===== src/rtl/draw_source_scheduler.sv =====
`default_nettype none
// draw_source_scheduler: per-frame sequencer that grants the shared draw write bus to each
// enabled source in ascending ID order, recovers stalled grants by timeout, then requests a swap.
module draw_source_scheduler #(
    parameter int NUM_SOURCES      = 4,
    parameter int SOURCE_SEL_ADDRW = 3,
    parameter int IDLE_SEL         = 7,
    parameter int TIMEOUT_CYCLES   = 4096
) (
    input  logic                        clk,
    input  logic                        rst,
    input  logic                        frame,
    input  logic [NUM_SOURCES-1:0]      source_enable,
    input  logic                        write_active,
    output logic [SOURCE_SEL_ADDRW-1:0] write_source_sel,
    output logic                        write_awaited,
    output logic                        fb_swap_req,
    input  logic                        fb_swap_ack,
    output logic                        busy,
    output logic                        frame_done,
    output logic [NUM_SOURCES-1:0]      timeout_flags,
    output logic [7:0]                  overrun_count
);
    localparam int TIMER_W = $clog2(TIMEOUT_CYCLES + 1);
    localparam logic [SOURCE_SEL_ADDRW-1:0] SEL_IDLE   = SOURCE_SEL_ADDRW'(IDLE_SEL);
    localparam logic [TIMER_W-1:0]          TIMER_LAST = TIMER_W'(TIMEOUT_CYCLES - 1);

    typedef enum logic [2:0] {
        S_IDLE   = 3'd0,
        S_SELECT = 3'd1,
        S_AWAIT  = 3'd2,
        S_DRAIN  = 3'd3,
        S_SWAP   = 3'd4
    } state_t;

    state_t                      state;
    logic [NUM_SOURCES-1:0]      mask;
    logic [SOURCE_SEL_ADDRW-1:0] next_id;
    logic [TIMER_W-1:0]          timer;
    logic                        pending;

    logic                        found;
    logic [SOURCE_SEL_ADDRW-1:0] pick;
    logic [NUM_SOURCES-1:0]      owner_bit;
    logic                        active;
    logic                        expired;

    // A floating or unknown bus line must never count as an active write.
    assign active  = (write_active == 1'b1);
    assign expired = (timer >= TIMER_LAST);

    // Lowest enabled ID at or above next_id; descending scan lets the lowest match win.
    always_comb begin
        found     = 1'b0;
        pick      = SEL_IDLE;
        owner_bit = '0;
        for (int i = NUM_SOURCES - 1; i >= 0; i--) begin
            if (mask[i] && (SOURCE_SEL_ADDRW'(i) >= next_id)) begin
                found = 1'b1;
                pick  = SOURCE_SEL_ADDRW'(i);
            end
        end
        for (int i = 0; i < NUM_SOURCES; i++) begin
            owner_bit[i] = (write_source_sel == SOURCE_SEL_ADDRW'(i));
        end
    end

    always_ff @(posedge clk or posedge rst) begin
        if (rst) begin
            state            <= S_IDLE;
            mask             <= '0;
            next_id          <= '0;
            timer            <= '0;
            pending          <= 1'b0;
            write_source_sel <= SEL_IDLE;
            write_awaited    <= 1'b0;
            fb_swap_req      <= 1'b0;
            busy             <= 1'b0;
            frame_done       <= 1'b0;
            timeout_flags    <= '0;
            overrun_count    <= '0;
        end else begin
            frame_done <= 1'b0;
            if (frame && (state != S_IDLE)) begin
                pending <= 1'b1;
                if (overrun_count != 8'hFF) begin
                    overrun_count <= overrun_count + 8'd1;
                end
            end
            case (state)
                S_IDLE: begin
                    if (frame || pending) begin
                        mask    <= source_enable;
                        pending <= 1'b0;
                        next_id <= '0;
                        busy    <= 1'b1;
                        state   <= S_SELECT;
                    end
                end
                S_SELECT: begin
                    if (found) begin
                        write_source_sel <= pick;
                        write_awaited    <= 1'b1;
                        timer            <= '0;
                        next_id          <= pick + SOURCE_SEL_ADDRW'(1);
                        state            <= S_AWAIT;
                    end else begin
                        write_source_sel <= SEL_IDLE;
                        fb_swap_req      <= 1'b1;
                        state            <= S_SWAP;
                    end
                end
                S_AWAIT: begin
                    timer <= timer + TIMER_W'(1);
                    if (active) begin
                        write_awaited <= 1'b0;
                        state         <= S_DRAIN;
                    end else if (expired) begin
                        timeout_flags <= timeout_flags | owner_bit;
                        write_awaited <= 1'b0;
                        state         <= S_SELECT;
                    end
                end
                S_DRAIN: begin
                    timer <= timer + TIMER_W'(1);
                    if (!active) begin
                        state <= S_SELECT;
                    end else if (expired) begin
                        timeout_flags <= timeout_flags | owner_bit;
                        state         <= S_SELECT;
                    end
                end
                S_SWAP: begin
                    if (fb_swap_ack) begin
                        fb_swap_req <= 1'b0;
                        frame_done  <= 1'b1;
                        busy        <= 1'b0;
                        state       <= S_IDLE;
                    end
                end
                default: state <= S_IDLE;
            endcase
        end
    end
endmodule
`default_nettype wire

===== config.mk =====
export PLATFORM = sky130hd
export DESIGN_NAME = draw_source_scheduler
export DESIGN_NICKNAME = d
export VERILOG_FILES = /design/src/rtl/draw_source_scheduler.sv
export SDC_FILE = /design/constraint.sdc
export NUM_CORES = 1
export LEC_CHECK = 0
export CELL_PAD_IN_SITES_DETAIL_PLACEMENT = 1
export CELL_PAD_IN_SITES_GLOBAL_PLACEMENT = 1
export CORE_MARGIN = 2
export CORE_UTILIZATION = 35
export CTS_CLUSTER_DIAMETER = 30
export CTS_CLUSTER_SIZE = 16
export DETAILED_ROUTE_END_ITERATION = 8
export GPL_ROUTABILITY_DRIVEN = 0
export PLACE_DENSITY = 0.66
export SETUP_SLACK_MARGIN = 0.02
export SLEW_MARGIN = 20
export SYNTH_ARGS = -nofsm -noshare
export SYNTH_HDL_FRONTEND = slang
export SYNTH_SLANG_ARGS = --single-unit

===== constraint.sdc =====
create_clock -name clk -period 2.2 [get_ports clk]
set_input_delay 0.44 -clock clk [delete_from_list [all_inputs] [get_ports clk]]
set_output_delay 0.44 -clock clk [all_outputs]
set_load 0.02 [all_outputs]

==> impl_metrics.json <==
{
  "cts.sinks": 43,
  "nets": 254,
  "final_util_pct": 46.1,
  "ant_nets": 0,
  "numPortBuffers": 27,
  "grt.overflow.total": 0,
  "fin_hold_ws_ns": 0.463,
  "end_kind": "primary output",
  "ctsResizeCount": 0,
  "path_clk_slew_ns": 0.09,
  "drc": 0,
  "synth_cell_types": 51,
  "avgViaCountPerCell": 5.20,
  "hold_depth": 1,
  "core_sq_mm": 0.00561,
  "num_antenna_cells": 0,
  "pin_count": 28,
  "critPathTopFamily": "buffers and inverters",
  "path_buf_inv": 1,
  "drive_gt1_share_pct": 10.3,
  "ys_ff_latch": 43,
  "vias": 1638,
  "setup_viol": 0,
  "synthToLayoutAreaGrowth_pct": 25.1,
  "antenna_found_initial": 0,
  "arrival_ns": 1.51,
  "drv_cap": 0,
  "hold_class": "flip-flop to flip-flop",
  "powerDensity_mw_per_mm2": 1320,
  "vdd_drop_max_mv": 0.593,
  "crit_chain": "clkdlybuf4s50_1",
  "min_period_over_period_pct": 88.5,
  "worst-r2r-cell-count": 4,
  "synth_nets": 217,
  "finalSetupTns_ns": 0,
  "htreeDepth": 2,
  "cts_buffers": 5,
  "ys.flop_type": "dfrtp_1",
  "worst_slack_ns": 0.253,
  "postCtsSetupBuffers": 0,
  "slowest_stage": "clkdlybuf4s50_1",
  "max_freq_ghz": 0.513,
  "tightest_slew_ns": 0.557,
  "postSynthCellCount": 205,
  "clock_latency_ns": 0.31,
  "ys_warn_count": 0,
  "layout.cells.non_filler": 315,
  "grt_max_degree": 44,
  "crit_type": "flip-flop to primary output",
  "clock_path_buffers": 2,
  "track_usage_pct": 15.9,
  "setup.worst_path.start_class": "flip-flop",
  "die-area_sq_mm": 0.00654,
  "async_reset_ff_share_pct": 100,
  "finalHoldViolCount": 0,
  "initial_core_util_pct": 36.9,
  "slowest_delay_ns": 0.61,
  "grt_pass1_wl_microns": 7980,
  "rows": 27,
  "finalClockSkew_ns": 0.0145,
  "cts_tree": "done",
  "placed_cells": 307,
  "syn_area_sq_mm": 0.00207,
  "drtPass1Iterations": 4,
  "first_global_vias": 1610,
  "dieWidth_microns": 80.9,
  "slew_viol_final": 0,
  "wl_microns": 4720,
  "ys_seq_area_share_pct": 52.2,
  "leakage_nw": 1.12,
  "drtIter0Drc": 70,
  "die_y_microns": 80.9,
  "synth-edff-count": 0,
  "crit_required_ns": 1.76,
  "root_buffer": "clkbuf_8",
  "relSlewSlack_pct": 62.6,
  "rsz0062_at_grt": "false",
  "dp_hpwl_microns": 3380,
  "cts-hold-fix-buffers": 0,
  "period_needed_ns": 1.95,
  "critical_path_depth": 1,
  "status": "complete, no violations",
  "avgSynthCellArea_sq_um": 10.1,
  "avgRoutedWirePerCell_microns": 15.0,
  "dp_slack_ns": 0.277,
  "cp_max_fo": 5
}
state kept, by name, summed over array words and instances (netlist names), 3 cells and up:
register          flops
overrun_count         8
next_id               3
timeout_flags         4
mask                  4
write_source_sel      3
state                 3
timer                13
cells in the mapped netlist (4+ instances only):
cell / number / area, sq um
nor3_1: 10 / 50.1
nor2b_1: 4 / 25.0
dfrtp_1: 40 / 1000
a21oi_1: 4 / 20.0
inv_1: 12 / 45.0
nor2_1: 10 / 37.5
o21ai_1: 12 / 60.1
nand3_1: 8 / 40.0
mux2i_1: 4 / 40.0
nand2_1: 27 / 101
o21ai_0: 7 / 35.0
or3_1: 4 / 25.0
xor2_1: 5 / 43.8
metal layers:
layer / vias to the layer above / share of wire (%) / wire length [microns] / GRT usage [%]
met4: 0 / 1.4 / 68 / 5.59
li1: 805 / - / - / -
met3: 9 / 3.9 / 186 / 4.33
met5: - / 0 / 0 / 0
met1: 797 / 50 / 2370 / 22.6
met2: 27 / 44 / 2090 / 23.3
path summary, 6_finish.rpt:
| kind | from | to | slack [ns] |
|---|---|---|---|
| setup reg to reg | state[2] | timer[11] | 0.34 |
| min in group asynchronous | rst | timer[2] | 0.47 |
| hold / removal | timeout_flags[0] | timeout_flags[0] | 0.46 |
| max in group asynchronous | rst | write_source_sel[1] | 1.45 |
| setup / recovery | write_source_sel[0] | write_source_sel[0] | 0.25 |
| hold reg to reg | timeout_flags[0] | timeout_flags[0] | 0.46 |
area by class of cell:
class	instances	area, sq um
Clock buffer	5	68.8
Multi-Input combinational cell	145	915
Sequential cell	43	1080
Clock inverter	3	43.8
Fill cell	658	3020
Tap cell	72	90.1
Inverter	12	45.0
Timing Repair Buffer	35	343
report_power, final:
part | leakage [nW] | internal [mW] | switching, mW | total (mW)
logic | 0.518 | 0.643 | 0.805 | 1.45
registers | 0.542 | 1.06 | 0.268 | 1.32
clock network | 0.0581 | 0.338 | 0.293 | 0.632
total | 1.12 | 2.04 | 1.37 | 3.40
cells by family after synthesis:
group | synth area share [%]
compound gates | 15.9
xor+xnor | 3.39
fa+ha+maj | 2.30
buf+inv | 3.51
flops | 52.2
mux | 3.57
simple gates | 19.1
through the flow:
stage / power (mW) / instance area, sq um
after global placement: 2.77 / 2470
after floorplan: 2.24 / 2070
after detailed placement: 2.80 / 2470
after CTS: 3.46 / 2580
final: 3.40 / 2580
after global routing: 3.67 / 2580
placed cells by master, fill, tap and decap left out, types with 2 or more instances in the layout:
cell / count
a31oi_1: 2
a21o_1: 2
o21ai_0: 7
mux2i_1: 4
or4_1: 3
nor3_1: 10
nand2_1: 27
xor2_1: 5
mux2_1: 2
or2_1: 3
or3_1: 4
dfstp_2: 3
nor2_1: 10
xnor2_1: 3
inv_1: 11
dfrtp_1: 40
o21ai_1: 12
nand3_1: 8
o21a_1: 2
a31o_1: 2
clkdlybuf4s50_1: 27
a21oi_1: 4
buf_4: 7
nor2b_1: 4
ha_1: 3
nor4_1: 2
clkbuf_8: 5
nand4_1: 3
(Power assumes the default switching activity.)
